### src/rtl/unpool_stream_pkg.sv
// Shared definitions for the streaming unpooling block.
//   - bits_required(): width helper used for every counter and the index port.
//   - state_e: control FSM encoding (IDLE/LOAD/EMIT/DRAIN).
//   - MODE_MAX / MODE_NEAREST: values of the latched mode bit.
package unpool_stream_pkg;

    typedef enum logic [1:0] {
        ST_IDLE  = 2'd0,
        ST_LOAD  = 2'd1,
        ST_EMIT  = 2'd2,
        ST_DRAIN = 2'd3
    } state_e;

    localparam logic MODE_MAX     = 1'b0;
    localparam logic MODE_NEAREST = 1'b1;

    // Width that always holds 'value' itself, with at least one bit. For
    // non-powers of two this leaves headroom, so out-of-range window indices
    // (e.g. 7 when K=2) can still be presented on the index port.
    function automatic int bits_required(input int value);
        return (value < 1) ? 1 : $clog2(value) + 1;
    endfunction

endpackage

### src/rtl/unpool_row_buf.sv
// One pooled row of {window index, value} pairs.
// Ports:
//   clk              - rising-edge clock
//   wr_en/wr_addr    - write strobe and column address
//   wr_idx/wr_val    - window index and pooled value to store
//   rd_addr          - combinational read column
//   rd_idx/rd_val    - stored index and value at rd_addr
// Contents carry no reset: every entry is rewritten before it is read.
module unpool_row_buf #(
    parameter int DATA_W = 16,
    parameter int SIZE   = 8,
    parameter int IDX_W  = 2,
    parameter int ROW_W  = 4
) (
    input  logic                     clk,
    input  logic                     wr_en,
    input  logic [ROW_W-1:0]         wr_addr,
    input  logic [IDX_W-1:0]         wr_idx,
    input  logic signed [DATA_W-1:0] wr_val,
    input  logic [ROW_W-1:0]         rd_addr,
    output logic [IDX_W-1:0]         rd_idx,
    output logic signed [DATA_W-1:0] rd_val
);

    logic [IDX_W-1:0]         idx_q [SIZE];
    logic [IDX_W-1:0]         idx_d [SIZE];
    logic signed [DATA_W-1:0] val_q [SIZE];
    logic signed [DATA_W-1:0] val_d [SIZE];

    always_comb begin
        for (int i = 0; i < SIZE; i++) begin
            idx_d[i] = idx_q[i];
            val_d[i] = val_q[i];
            if (wr_en && (wr_addr == ROW_W'(i))) begin
                idx_d[i] = wr_idx;
                val_d[i] = wr_val;
            end
        end
    end

    always_ff @(posedge clk) begin
        for (int i = 0; i < SIZE; i++) begin
            idx_q[i] <= idx_d[i];
            val_q[i] <= val_d[i];
        end
    end

    // Decoded read mux; avoids indexing the array with a wider-than-needed address.
    always_comb begin
        rd_idx = '0;
        rd_val = '0;
        for (int i = 0; i < SIZE; i++) begin
            if (rd_addr == ROW_W'(i)) begin
                rd_idx = idx_q[i];
                rd_val = val_q[i];
            end
        end
    end

endmodule

### src/rtl/unpool_stream.sv
// Streaming SIZE x SIZE -> (SIZE*K) x (SIZE*K) unpooling stage.
// One pooled row is buffered, then expanded into a band of K output rows
// emitted in raster order; the next pooled row is accepted once the band
// has been fully loaded into the output register.
// Ports:
//   clk, reset           - clock, asynchronous active-high reset
//   start, mode          - begin a map when idle; mode 0 = max-unpool, 1 = nearest
//   in_valid/in_ready    - pooled element handshake (in_data, in_idx = dr*K+dc)
//   out_valid/out_ready  - unpooled element handshake (out_data, out_last)
//   busy, done           - map in progress; one-cycle pulse after final output
module unpool_stream
    import unpool_stream_pkg::*;
#(
    parameter int  DATA_W = 16,
    parameter int  SIZE   = 8,
    parameter int  K      = 2,
    localparam int IDX_W  = bits_required(K * K - 1)
) (
    input  logic                     clk,
    input  logic                     reset,
    input  logic                     start,
    input  logic                     mode,
    input  logic                     in_valid,
    output logic                     in_ready,
    input  logic signed [DATA_W-1:0] in_data,
    input  logic [IDX_W-1:0]         in_idx,
    output logic                     out_valid,
    input  logic                     out_ready,
    output logic signed [DATA_W-1:0] out_data,
    output logic                     out_last,
    output logic                     busy,
    output logic                     done
);

    localparam int ROW_W = bits_required(SIZE);
    localparam int OUT_W = bits_required(SIZE * K);

    localparam logic [ROW_W-1:0] LAST_PC = ROW_W'(SIZE - 1);
    localparam logic [OUT_W-1:0] LAST_OC = OUT_W'(SIZE * K - 1);
    localparam logic [OUT_W-1:0] LAST_KK = OUT_W'(K - 1);

    state_e                   state_q, state_d;
    logic                     mode_q, mode_d;
    logic [ROW_W-1:0]         pr_q, pr_d;       // pooled row being processed
    logic [ROW_W-1:0]         pc_q, pc_d;       // load column
    logic [ROW_W-1:0]         rd_pc_q, rd_pc_d; // emit column in pooled space (oc / K)
    logic [OUT_W-1:0]         dc_q, dc_d;       // oc % K
    logic [OUT_W-1:0]         oc_q, oc_d;       // output column
    logic [OUT_W-1:0]         or_q, or_d;       // row within the band (dr)
    logic                     in_ready_q, in_ready_d;
    logic                     out_valid_q, out_valid_d;
    logic signed [DATA_W-1:0] out_data_q, out_data_d;
    logic                     out_last_q, out_last_d;
    logic                     busy_q, busy_d;
    logic                     done_q, done_d;

    logic                     wr_en;
    logic [IDX_W-1:0]         rd_idx;
    logic signed [DATA_W-1:0] rd_val;
    logic [IDX_W-1:0]         tgt_idx;
    logic signed [DATA_W-1:0] pix;
    logic                     advance;
    logic                     band_end;

    unpool_row_buf #(
        .DATA_W (DATA_W),
        .SIZE   (SIZE),
        .IDX_W  (IDX_W),
        .ROW_W  (ROW_W)
    ) u_row_buf (
        .clk     (clk),
        .wr_en   (wr_en),
        .wr_addr (pc_q),
        .wr_idx  (in_idx),
        .wr_val  (in_data),
        .rd_addr (rd_pc_q),
        .rd_idx  (rd_idx),
        .rd_val  (rd_val)
    );

    // Element currently addressed by the emit counters. An out-of-range stored
    // index never equals a legal target, so its whole window reads as zero.
    always_comb begin
        tgt_idx = IDX_W'(int'(or_q) * K + int'(dc_q));
        if (mode_q == MODE_NEAREST) begin
            pix = rd_val;
        end else if (rd_idx == tgt_idx) begin
            pix = rd_val;
        end else begin
            pix = '0;
        end
    end

    always_comb begin
        state_d     = state_q;
        mode_d      = mode_q;
        pr_d        = pr_q;
        pc_d        = pc_q;
        rd_pc_d     = rd_pc_q;
        dc_d        = dc_q;
        oc_d        = oc_q;
        or_d        = or_q;
        out_valid_d = out_valid_q;
        out_data_d  = out_data_q;
        out_last_d  = out_last_q;
        busy_d      = busy_q;
        done_d      = 1'b0;
        wr_en       = 1'b0;
        advance     = !out_valid_q || out_ready;
        band_end    = (or_q == LAST_KK) && (oc_q == LAST_OC);

        unique case (state_q)
            ST_IDLE: begin
                if (start) begin
                    state_d = ST_LOAD;
                    mode_d  = mode;
                    busy_d  = 1'b1;
                    pr_d    = '0;
                    pc_d    = '0;
                end
            end

            ST_LOAD: begin
                // The previous band's final element may still be waiting.
                if (out_valid_q && out_ready) begin
                    out_valid_d = 1'b0;
                    out_last_d  = 1'b0;
                end
                if (in_valid && in_ready_q) begin
                    wr_en = 1'b1;
                    if (pc_q == LAST_PC) begin
                        pc_d    = '0;
                        state_d = ST_EMIT;
                        rd_pc_d = '0;
                        dc_d    = '0;
                        oc_d    = '0;
                        or_d    = '0;
                    end else begin
                        pc_d = pc_q + 1'b1;
                    end
                end
            end

            ST_EMIT: begin
                if (advance) begin
                    out_valid_d = 1'b1;
                    out_data_d  = pix;
                    out_last_d  = (pr_q == LAST_PC) && band_end;
                    if (band_end) begin
                        if (pr_q != LAST_PC) begin
                            pr_d    = pr_q + 1'b1;
                            state_d = ST_LOAD;
                        end else begin
                            state_d = ST_DRAIN;
                        end
                    end else if (oc_q == LAST_OC) begin
                        oc_d    = '0;
                        rd_pc_d = '0;
                        dc_d    = '0;
                        or_d    = or_q + 1'b1;
                    end else begin
                        oc_d = oc_q + 1'b1;
                        if (dc_q == LAST_KK) begin
                            dc_d    = '0;
                            rd_pc_d = rd_pc_q + 1'b1;
                        end else begin
                            dc_d = dc_q + 1'b1;
                        end
                    end
                end
            end

            ST_DRAIN: begin
                if (out_valid_q && out_ready) begin
                    out_valid_d = 1'b0;
                    out_last_d  = 1'b0;
                    done_d      = 1'b1;
                    busy_d      = 1'b0;
                    state_d     = ST_IDLE;
                end
            end

            default: state_d = ST_IDLE;
        endcase

        in_ready_d = (state_d == ST_LOAD);
    end

    always_ff @(posedge clk or posedge reset) begin
        if (reset) begin
            state_q     <= ST_IDLE;
            mode_q      <= MODE_MAX;
            pr_q        <= '0;
            pc_q        <= '0;
            rd_pc_q     <= '0;
            dc_q        <= '0;
            oc_q        <= '0;
            or_q        <= '0;
            in_ready_q  <= 1'b0;
            out_valid_q <= 1'b0;
            out_data_q  <= '0;
            out_last_q  <= 1'b0;
            busy_q      <= 1'b0;
            done_q      <= 1'b0;
        end else begin
            state_q     <= state_d;
            mode_q      <= mode_d;
            pr_q        <= pr_d;
            pc_q        <= pc_d;
            rd_pc_q     <= rd_pc_d;
            dc_q        <= dc_d;
            oc_q        <= oc_d;
            or_q        <= or_d;
            in_ready_q  <= in_ready_d;
            out_valid_q <= out_valid_d;
            out_data_q  <= out_data_d;
            out_last_q  <= out_last_d;
            busy_q      <= busy_d;
            done_q      <= done_d;
        end
    end

    assign in_ready  = in_ready_q;
    assign out_valid = out_valid_q;
    assign out_data  = out_data_q;
    assign out_last  = out_last_q;
    assign busy      = busy_q;
    assign done      = done_q;

endmodule

### config.mk
export PLATFORM = sky130hd
export DESIGN_NAME = unpool_stream
export DESIGN_NICKNAME = d
export VERILOG_FILES = /design/src/rtl/unpool_stream_pkg.sv /design/src/rtl/unpool_row_buf.sv /design/src/rtl/unpool_stream.sv
export SDC_FILE = /design/constraint.sdc
export NUM_CORES = 1
export LEC_CHECK = 0
export CORE_ASPECT_RATIO = 1.25
export CORE_UTILIZATION = 35
export CTS_BUF_LIST = sky130_fd_sc_hd__clkbuf_4 sky130_fd_sc_hd__clkbuf_8
export CTS_CLUSTER_SIZE = 25
export DETAILED_ROUTE_END_ITERATION = 10
export REMOVE_ABC_BUFFERS = 1
export SLEW_MARGIN = 20
export SYNTH_ARGS = -nofsm -noshare
export SYNTH_HDL_FRONTEND = slang
export SYNTH_HIERARCHICAL = 1
export SYNTH_SLANG_ARGS = --single-unit
### constraint.sdc
create_clock -name clk -period 3.1 [get_ports clk]
set_input_delay 0.465 -clock clk [delete_from_list [all_inputs] [get_ports clk]]
set_output_delay 0.465 -clock clk [all_outputs]
set_load 0.05 [all_outputs]
==> results of run 1 <==
==> flip-flops by register name (all words and copies together) (netlist names) <==
register	count
pr_q	4
state_q	2
out_valid	1
out_data	16
pc_q	4
u_row_buf/val_q	128
u_row_buf/idx_q	24
busy	1
in_ready	1
rd_pc_q	4
mode_q	1
oc_q	5
or_q	5
dc_q	5
out_last	1
done	1
==> synthesized netlist by cell type (9+ instances only) <==
library cell	number
o22ai_1	14
nor2_1	23
and2_1	12
nand2_1	31
nand3_1	13
o2bb2ai_1	13
mux2_2	16
ha_1	9
a22o_1	20
edfxtp_1	152
nor2b_1	20
nand2b_1	11
clkbuf_1	11
dfrtp_1	51
a21oi_1	26
o21ai_0	57
mux2i_1	32
buf_2	12
a22oi_1	13
==> stage by stage <==
step           total power [mW]  TNS, ps  utilization  worst slack [ps]  cells
2_1_floorplan              5.23   -18720            -             -1070    598
3_3_place_gp               6.00        0        0.396               566   1004
3_5_place_dp               6.06        0        0.396               534   1004
4_1_cts                    8.47        0        0.424               507   1068
5_1_grt                    8.84        0        0.424               309   1068
6_report                   8.40        0        0.424               496   1068
==> worst reg2reg max path, stage by stage (launching register included) <==
cell and delay [ps]:
dfrtp_2 670, buf_4 330, and2_0 170, o22ai_1 80, o2bb2ai_1 160, xnor2_1 190, xnor2_1 150, a31oi_1 100
nor2_1 220, buf_4 300, a22o_1 180
==> per-layer routing <==
metal  global-route usage  vias to the layer above
met5                    0                        -
met4               0.0594                        0
met3               0.0330                       47
met2                0.288                      159
met1                0.206                     2872
li1                     -                     2598
==> power breakdown <==
group          internal, mW  switching (mW)  leakage (nW)
combinational          1.14            1.50          1.29
clock                  1.31            1.07         0.368
sequential             3.11           0.265          2.01
==> cells by family (layout without fill, tap and decap cells) <==
kind of cell | after synthesis | after routing | synth area share
AO/OA/AOI/OAI | 168 | 168 | 0.127
XOR/XNOR | 7 | 7 | 0.00691
adder cells (fa/ha/maj) | 9 | 9 | 0.0127
buffers and inverters | 45 | 148 | 0.0292
flip-flops | 203 | 203 | 0.658
multiplexers | 54 | 54 | 0.0717
AND/OR/NAND/NOR | 149 | 149 | 0.0942
==> final timing paths <==
path / from / to / slack, ps
max reg2reg: rd_pc_q[1] / out_data[9] / 500
min: reset / oc_q[3] / 460
min in group clk: dc_q[4] / dc_q[4] / 500
max in group asynchronous: reset / state_q[0] / 1890
max: rd_pc_q[1] / out_data[9] / 500
min reg2reg: dc_q[4] / dc_q[4] / 500
==> cell type report <==
| type | count | area [sq um] |
|---|---|---|
| inverters | 8 | 30.0 |
| flip-flops and latches | 203 | 5840 |
| well taps | 330 | 413 |
| fillers | 2322 | 14200 |
| clock inverters | 13 | 68.8 |
| clock buffers | 51 | 627 |
| repair buffers | 76 | 683 |
| multi-input cells | 387 | 2800 |
==> summary.txt, run 1 <==
STA
  • Final min period: 2600 ps
  • WHS: between 400 and 500 ps
  • Clock Skew: roughly 14 ps
  • Final setup viols: 0
  • Fmax: 384 MHz
  • Relative slew slack: 0.396
  • Final Cycle Share: 0.840
  • Worst Tran Pin Value: 904 ps
  • Max Slew Vio Count: 0
  • Final hold vios: 0
  • Unrepaired setup endpoints after global routing: false

Floorplan
  • I/O pin count: 46
  • Die area: roughly 0.026 sq mm
  • Chip width: around 140 um
  • FP Rows: between 60 and 70
  • Core area: approximately 0.025 sq mm
  • Initial Utilization: 0.360
  • Die H: between 150 and 200 um

Layout
  • Final instance area: 0.0105 sq mm
  • Area growth, synth to finish: 17.9%
  • Leading cell type in the layout, fill and taps excluded: edfxtp_1
  • Nets: around 750
  • # diodes: 0
  • Most frequent cells in the layout: edfxtp_1 (152), o21ai_0 (57), dfrtp_1 (49), clkdlybuf4s50_1 (45), clkbuf_8 (39)
  • Share of cells above drive strength 1: 0.184

Detailed routing
  • Routed vias: roughly 5700
  • Post-route ant nets: 0
  • Wire length per cell: 19.5 um
  • First-pass DRT Iterations: 4
  • M1 WL: between 8000 and 9000 um
  • Final WL: between 20000 and 25000 um
  • # DRC: 0
  • Initial DRC Count: around 370
  • Met2 WL: 10600 um
  • Vias/cell: 5.31
  • Wire length on met3: roughly 1100 um
  • Top sig layer: met4

Synthesis
  • Post-synth EDFFs: ~150
  • Mean Syn Cell Area: about 14 sq um
  • Post-Synthesis Cells: 635
  • Largest cells by area after synthesis: edfxtp_1 (51%), dfrtp_1 (14%), mux2i_1 (3.6%)
  • Yosys top cell area share: 0.515
  • FFs w/ async S/R, synth: 0.251
  • Yosys cell types: between 50 and 60
  • Sequential area share after synthesis: 0.658
  • Synth Flop Type: edfxtp_1
  • FF+latch count, synth: between 200 and 250
  • Post-synth top area cell: edfxtp_1
  • Synth warnings: 6
  • Synthesized area: approximately 0.0089 sq mm

Critical path
  • Startpoint Class: flop
  • Data arrival time of the critical path: 3060 ps
  • CP peak stage delay: around 670 ps
  • Worst path cell trace: buf_4, and2_0, o22ai_1, o2bb2ai_1, xnor2_1, xnor2_1, a31oi_1, nor2_1, buf_4, a22o_1
  • CP Class: flop to flop
  • CP Depth: 10
  • Worst Setup End Kind: flop
  • CP max stage cell: dfrtp_2
  • Maximum fanout along the worst path: 22
  • Top cell family by delay on the critical path: flip-flops
  • Buf/Inv on CP: 2
  • CP required: around 3600 ps
  • Reg2reg path depth: 10

Clock tree
  • Skew-Pair Late Insertion Delay: 520 ps
  • Htree depth: 2
  • CTS tree: built
  • # hold bufs at CTS: 0
  • Max clock buf depth: 3
  • CTS Buf Count: 36
  • CTS root buf: clkbuf_8
  • CTS clock-pin slew for the worst setup and hold paths: about 70 ps
  • Clock Sinks: 203
  • Post-CTS resize count: 0
  • Setup bufs post-CTS: 0

Run
  • Max-Cap Viols: 0

Placed design
  • Placed inst area: 0.00976 sq mm
  • Hpwl dp: approximately 14000 um
  • # port buffers: between 40 and 50
  • GPL Wtd Cong: approximately 0.85

Global route
  • Global Route Usage Sum: 0.168
  • Final global-route overflow total: 0
  • Global-route wire length before repair: ~33000 um
  • Initial antenna violation count: 0
  • Vias in the first global route: 5956
  • Largest net degree at the start of global routing: 41

Power
  • P_leak: roughly 3.7 nW
  • Max rail drop VDD: 0.000396 V
  • Pwr/cell area: approximately 800 mW/mm^2

Status
  • Outcome: finished clean

Worst hold path
  • Worst min path class: primary input to async pin
Note: power is estimated with default switching activity, not from simulation.
==> inputs of run 2 (changes only) <==
clock period = 2.3 ns   (was 3.1 ns; I/O delays follow)
==> run 2 against run 1 <==
Effect of this change:
- global-route usage down 0.64 points
- clock power up 45%
- critical endpoint is now out_data[14]
- core utilization up 1.5 points
- register-to-register slack worse by 410 ps
- critical path depth unchanged
- first-iteration DRC count down 11%
- largest cell class unchanged
- via count down 1.3%
- clock skew up 28 ps
- critical path type unchanged
- setup slack worse by 410 ps
- routed wire length down 2.5%
- final area up 3.5%
- non-clock buffer count up 25
==> summary.txt, run 2 (same netlist as run 1, synthesis figures left out) <==
Floorplan
  • Die area: 0.0260 sq mm (unchanged)
  • FP Rows: 64 (unchanged)
  • Initial Utilization: 0.360 (unchanged)
  • Core area: 0.0247 sq mm (unchanged)
  • Die H: 180 um (unchanged)
  • I/O pin count: 46 (unchanged)
  • Chip width: 144 um (unchanged)

Detailed routing
  • Post-route ant nets: 0 (unchanged)
  • Initial DRC Count: 324 (-11%)
  • Wire length per cell: 18.6 um (-4.6%)
  • Vias/cell: 5.13 (-3.4%)
  • Final WL: 20300 um (-2.5%)
  • First-pass DRT Iterations: 4 (unchanged)
  • # DRC: 0 (unchanged)
  • Routed vias: 5600 (-1.3%)

STA
  • Final Cycle Share: 0.964 (+0.124)
  • Fmax: 451 MHz (+17%)
  • Final hold vios: 0 (unchanged)
  • Clock Skew: 42.0 ps (+28.1 ps)
  • Max Slew Vio Count: 0 (unchanged)
  • Relative slew slack: 0.648 (+0.252)
  • Final min period: 2220 ps (-386 ps)
  • Final setup viols: 0 (unchanged)
  • Worst Tran Pin Value: 526 ps (-379 ps)
  • Unrepaired setup endpoints after global routing: true

Layout
  • Share of cells above drive strength 1: 0.225 (+0.0404)
  • # diodes: 0 (unchanged)
  • Max reg flops: 128 (unchanged)
  • Filler cells: 2274 (-2.1%)
  • Final instance area: 0.0108 sq mm (+3.5%)
  • Area growth, synth to finish: 22.1%
  • Leading cell type in the layout, fill and taps excluded: edfxtp_1
  • Top reg by flops: u_row_buf/val_q
  • Most frequent cells in the layout: edfxtp_1 (152), o21ai_0 (56), dfrtp_1 (48), buf_4 (46), clkdlybuf4s50_1 (45)
  • Nets: 769 (+3.1%)

Critical path
  • Reg2reg path depth: 10 (unchanged)
  • Top cell family by delay on the critical path: compound AO/OA/AOI/OAI gates
  • CP max stage cell: dfrtp_2
  • Worst Setup End Kind: flop
  • Top cell by count, worst path: a22o_1
  • CP Class: flop to flop
  • Worst path cell trace: buf_4, mux2_2, a22o_1, nand2_1, a21oi_1, xnor2_1, a31oi_1, nor2_2, buf_6, a22o_1
  • R2R setup slack: 80 ps (-410 ps)
  • Buf/Inv on CP: 2 (unchanged)
  • CP peak stage delay: 460 ps (-210 ps)
  • Crit Reg-Reg Startpoint: rd_pc_q[0]
  • Startpoint Class: flop
  • CP required: 2680 ps (-870 ps)
  • Worst flop-to-flop path endpoint: out_data[14]
  • Data arrival time of the critical path: 2600 ps (-460 ps)
  • Maximum fanout along the worst path: 8 (-64%)

Placed design
  • Placed inst area: 0.00997 sq mm (+2.2%)
  • Hpwl dp: 13400 um (-0.51%)
  • # port buffers: 45 (unchanged)
  • GPL Wtd Cong: 0.803 (-5.2%)

Run
  • Max-Cap Viols: 0 (unchanged)

Global route
  • Largest net degree at the start of global routing: 36 (-12%)
  • Vias in the first global route: 6048 (+1.5%)
  • Global-route wire length before repair: 32100 um (-2.2%)
  • Initial antenna violation count: 0 (unchanged)
  • Final global-route overflow total: 0 (unchanged)
  • Global Route Usage Sum: 0.161 (-0.00641)

Clock tree
  • CTS clock-pin slew for the worst setup and hold paths: 70 ps (about the same)
  • Skew-Pair Late Insertion Delay: 540 ps (+20 ps)
  • Htree depth: 2 (unchanged)
  • Clock Sinks: 203 (unchanged)
  • CTS Buf Count: 34 (-5.6%)
  • CTS tree: built
  • CTS root buf: clkbuf_8
  • Max clock buf depth: 3 (unchanged)
  • # hold bufs at CTS: 0 (unchanged)

Power
  • Total power draw: 11.8 mW (+41%)
  • Max rail drop VDD: 0.000557 V (+41%)
  • Reg power frac: 0.379 (-0.023)
  • Internal power: 7.98 mW (+43%)
  • Pwr/cell area: 1090 mW/mm^2 (+36%)
  • Net Sw Power: 3.85 mW (+36%)
  • Switching share of power: 0.326 (-0.0121)
  • P_leak: 3.85 nW (+4.8%)
  • Clock power frac: 0.291 (+0.007)
  • Gate power share: 0.330 (+0.015)

Worst hold path
  • Worst min path class: primary input to async pin

Status
  • Outcome: finished clean
## run 2: cell count changes in the layout (fill, tap and decap cells not counted), moves of 2 or more
cell      previous run  this run
clkinv_1             3         0
buf_6                0         4
clkinv_2             7         2
buf_4               31        46
buf_12               0         6
clkbuf_8            39        43
nor2b_1             20        18
nor2b_2              0         2
## run 2: area by class of cell
cell class | count | area [sq um] | share of cell area
well taps | 330 | 413 | 0.0381
clock buffers | 56 | 689 | 0.0637
clock inverters | 6 | 63.8 | 0.00589
repair buffers | 101 | 961 | 0.0888
multi-input cells | 387 | 2830 | 0.261
inverters | 8 | 30.0 | 0.00277
flip-flops and latches | 203 | 5840 | 0.540
## run 2: how the worst max path moves through the flow
stage                             end  cells after the start        from
6_report                 out_data[14]                     10  rd_pc_q[0]
5_1_grt                  out_data[14]                     11  rd_pc_q[0]
4_1_cts                   out_data[5]                      9  rd_pc_q[1]
3_5_place_dp   u_row_buf/val_q[0][10]                      5    in_valid
3_3_place_gp   u_row_buf/val_q[0][10]                      5    in_valid
2_1_floorplan             out_data[0]                      8  rd_pc_q[0]
## run 2: timing repair
item / CTS / global route
pin swaps: 0 / 5
resized for setup: 1 / 14
buffers inserted: 4 / 3
setup endpoints to repair: 13 / 17
## run 2: worst register-to-register path, stage by stage (launching register included)
cell and delay, ps:
dfrtp_2 460, buf_4 170, mux2_2 330, a22o_1 230, nand2_1 70, a21oi_1 80
xnor2_1 130, a31oi_1 200, nor2_2 80, buf_6 160, a22o_1 180
## run 2: per-layer routing
layer,track usage,wire [um],up-vias
li1,-,-,2648
met4,0.0573,536,0
met3,0.0298,769,35
met5,0,0,-
met2,0.277,10300,114
met1,0.200,8720,2803
## run 2: stage by stage
step / cells / TNS, ps / hold WS [ps] / util / worst slack (ps)
6_report: 1091 / 0 / 135 / 0.439 / 82.3
5_1_grt: 1091 / -201 / 162 / 0.439 / -32.7
4_1_cts: 1088 / 0 / 126 / 0.436 / 4.56
3_5_place_dp: 1022 / -7960 / 484 / 0.404 / -139
3_3_place_gp: 1022 / -3490 / 461 / 0.404 / -67.6
2_1_floorplan: 598 / -78250 / 434 / - / -1870
## run 2: power groups by stage
stage          sequential (mW)  clock (mW)  combinational, mW
2_1_floorplan             5.18           0               1.86
3_3_place_gp              4.55           0               3.68
3_5_place_dp              4.56           0               3.75
4_1_cts                   4.48        3.52               3.83
5_1_grt                   4.53        3.68               4.22
6_report                  4.49        3.44               3.90
==> inputs of run 3 (changes only) <==
CORE_MARGIN = 2   (was not set)
==> run 3 against run 2 <==
Effect of this change:
- maximum frequency increased by 0.54%
- sequential share of layout area grew 0.14 points
- core utilization decreased by 0.79 points
- combinational power grew 1%
- flip-flop and latch count did not move
- register-to-register slack better by 50 ps
- clock skew is 23 ps lower
- power down 2.0%
- largest power group unchanged
- final area down 0.27%
- via count increased by 2.0%
==> summary.txt, run 3 (same netlist as run 1, synthesis figures left out) <==
Status
  • Outcome: finished clean

Floorplan
  • Chip width: 146 um (+1.4%)
  • Core area: 0.0250 sq mm (+1.6%)
  • Die area: 0.0266 sq mm (+2.5%)
  • FP Rows: 65 (+1.6%)
  • Initial Utilization: 0.354 (-0.00553)
  • I/O pin count: 46 (unchanged)
  • Die H: 182 um (+1.1%)

Critical path
  • Reg2reg path depth: 11 (+1)
  • Data arrival time of the critical path: 1860 ps (-740 ps)
  • CP Class: flop to output port
  • CP max stage cell: clkdlybuf4s50_1
  • Worst path cell trace: clkdlybuf4s50_1
  • CP peak stage delay: 860 ps (+400 ps)
  • CP required: 1960 ps (-720 ps)
  • Maximum fanout along the worst path: 7 (-1)
  • Crit Reg-Reg Startpoint: rd_pc_q[0]
  • CP Depth: 1 (-9)
  • Buf/Inv on CP: 1 (-1)
  • Top cell family by delay on the critical path: buffers and inverters
  • Startpoint Class: flop
  • R2R setup slack: 130 ps (+50 ps)
  • Worst flop-to-flop path endpoint: out_data[2]
  • Worst Setup End Kind: output port

Global route
  • Global Route Usage Sum: 0.157 (-0.00408)
  • Final global-route overflow total: 0 (unchanged)
  • Global-route wire length before repair: 32800 um (+2.3%)
  • Vias in the first global route: 6049 (+0.017%)
  • Initial antenna violation count: 0 (unchanged)
  • Largest net degree at the start of global routing: 52 (+44%)

Detailed routing
  • First-pass DRT Iterations: 5 (+1)
  • Vias/cell: 5.23 (+1.9%)
  • Routed vias: 5713 (+2.0%)
  • M1 WL: 8550 um (-1.9%)
  • Wire length per cell: 19.0 um (+2.3%)
  • Top sig layer: met4
  • # DRC: 0 (unchanged)
  • Wire length on met3: 891 um (+16%)
  • Final WL: 20800 um (+2.4%)
  • Initial DRC Count: 354 (+9.3%)
  • Met2 WL: 10700 um (+4.6%)
  • Post-route ant nets: 0 (unchanged)

Clock tree
  • CTS Buf Count: 34 (unchanged)
  • CTS clock-pin slew for the worst setup and hold paths: 60 ps (about the same)
  • CTS tree: built
  • # hold bufs at CTS: 0 (unchanged)
  • Max clock buf depth: 3 (unchanged)
  • Clock Sinks: 203 (unchanged)
  • Skew-Pair Late Insertion Delay: 520 ps (-20 ps)
  • Htree depth: 2 (unchanged)
  • CTS root buf: clkbuf_8

Placed design
  • Hpwl dp: 13700 um (+1.9%)
  • # port buffers: 45 (unchanged)
  • Setup slack at placement: -47.8 ps (+90.7 ps)
  • GPL Wtd Cong: 0.811 (+0.93%)
  • Placed inst area: 0.0100 sq mm (+0.56%)

STA
  • Unrepaired setup endpoints after global routing: true
  • Final hold vios: 0 (unchanged)
  • Final min period: 2210 ps (-11.8 ps)
  • Fmax: 453 MHz (+0.54%)
  • Max Slew Vio Count: 0 (unchanged)
  • Relative slew slack: 0.595 (-0.0536)
  • Final setup viols: 0 (unchanged)
  • Clock Skew: 19.1 ps (-22.9 ps)
  • Final Cycle Share: 0.959 (-0.00515)
  • Final WS setup: 94.2 ps (+11.8 ps)
  • Worst Tran Pin Value: 608 ps (+82.1 ps)
  • Setup TNS: 0 ps (unchanged)

Power
  • Pwr/cell area: 1070 mW/mm^2 (-1.7%)
  • P_leak: 3.82 nW (-0.71%)
  • Max rail drop VDD: 0.000575 V (+3.4%)
  • Total power draw: 11.6 mW (-2.0%)

Layout
  • Filler cells: 2346 (+3.2%)
  • Area growth, synth to finish: 21.7%
  • Most frequent cells in the layout: edfxtp_1 (152), o21ai_0 (56), dfrtp_1 (48), clkdlybuf4s50_1 (45), clkbuf_8 (40)
  • Top reg by flops: u_row_buf/val_q
  • # diodes: 0 (unchanged)
  • Nets: 766 (-0.39%)
  • Max reg flops: 128 (unchanged)
  • Leading cell type in the layout, fill and taps excluded: edfxtp_1
  • Final instance area: 0.0108 sq mm (-0.27%)
  • Share of cells above drive strength 1: 0.211 (-0.0133)

Run
  • Max-Cap Viols: 0 (unchanged)

Worst hold path
  • Worst min path class: primary input to async pin
## run 3: through the flow
stage,utilization,instances,hold WS (ps)
3_5_place_dp,0.400,1027,465
3_3_place_gp,0.400,1027,461
4_1_cts,0.429,1089,197
2_1_floorplan,-,598,434
5_1_grt,0.431,1092,231
6_report,0.431,1092,212
## run 3: layout make-up
class                   instances  area, sq um  share of cell area
clock buffers                  52          641              0.0593
well taps                     335          419              0.0388
repair buffers                 98          988              0.0915
multi-input cells             387         2830               0.262
inverters                       8         30.0             0.00278
clock inverters                 9         47.5             0.00440
flip-flops and latches        203         5840               0.541
## run 3: what timing repair did
| action | in CTS | in global routing |
|---|---|---|
| setup buffers | 1 | 3 |
| gates cloned | 0 | 0 |
| setup endpoints to repair | 16 | 16 |
| resized for setup | 4 | 11 |
| pin swaps | 0 | 4 |
## run 3: power by group
| part | switching, mW | leakage (nW) | internal (mW) |
|---|---|---|---|
| Clock | 1.41 | 0.370 | 1.79 |
| Combinational | 2.20 | 1.44 | 1.75 |
| Sequential | 0.259 | 2.01 | 4.19 |
| Total | 3.87 | 3.82 | 7.73 |
## run 3: layer usage
metal  vias up  global-route usage
li1       2635                   -
met4         0              0.0575
met5         -                   0
met2       141               0.284
met1      2891               0.186
met3        46              0.0299
## run 3: how the worst max path moves through the flow
stage,from,end,slack [ps]
4_1_cts,rd_pc_q[0],out_data[6],20
5_1_grt,rd_pc_q[0],out_data[11],-10
6_report,out_valid,out_valid,90
3_5_place_dp,rd_pc_q[2],out_data[13],-50
3_3_place_gp,rd_pc_q[2],out_data[8],-40
2_1_floorplan,rd_pc_q[0],out_data[0],-1870
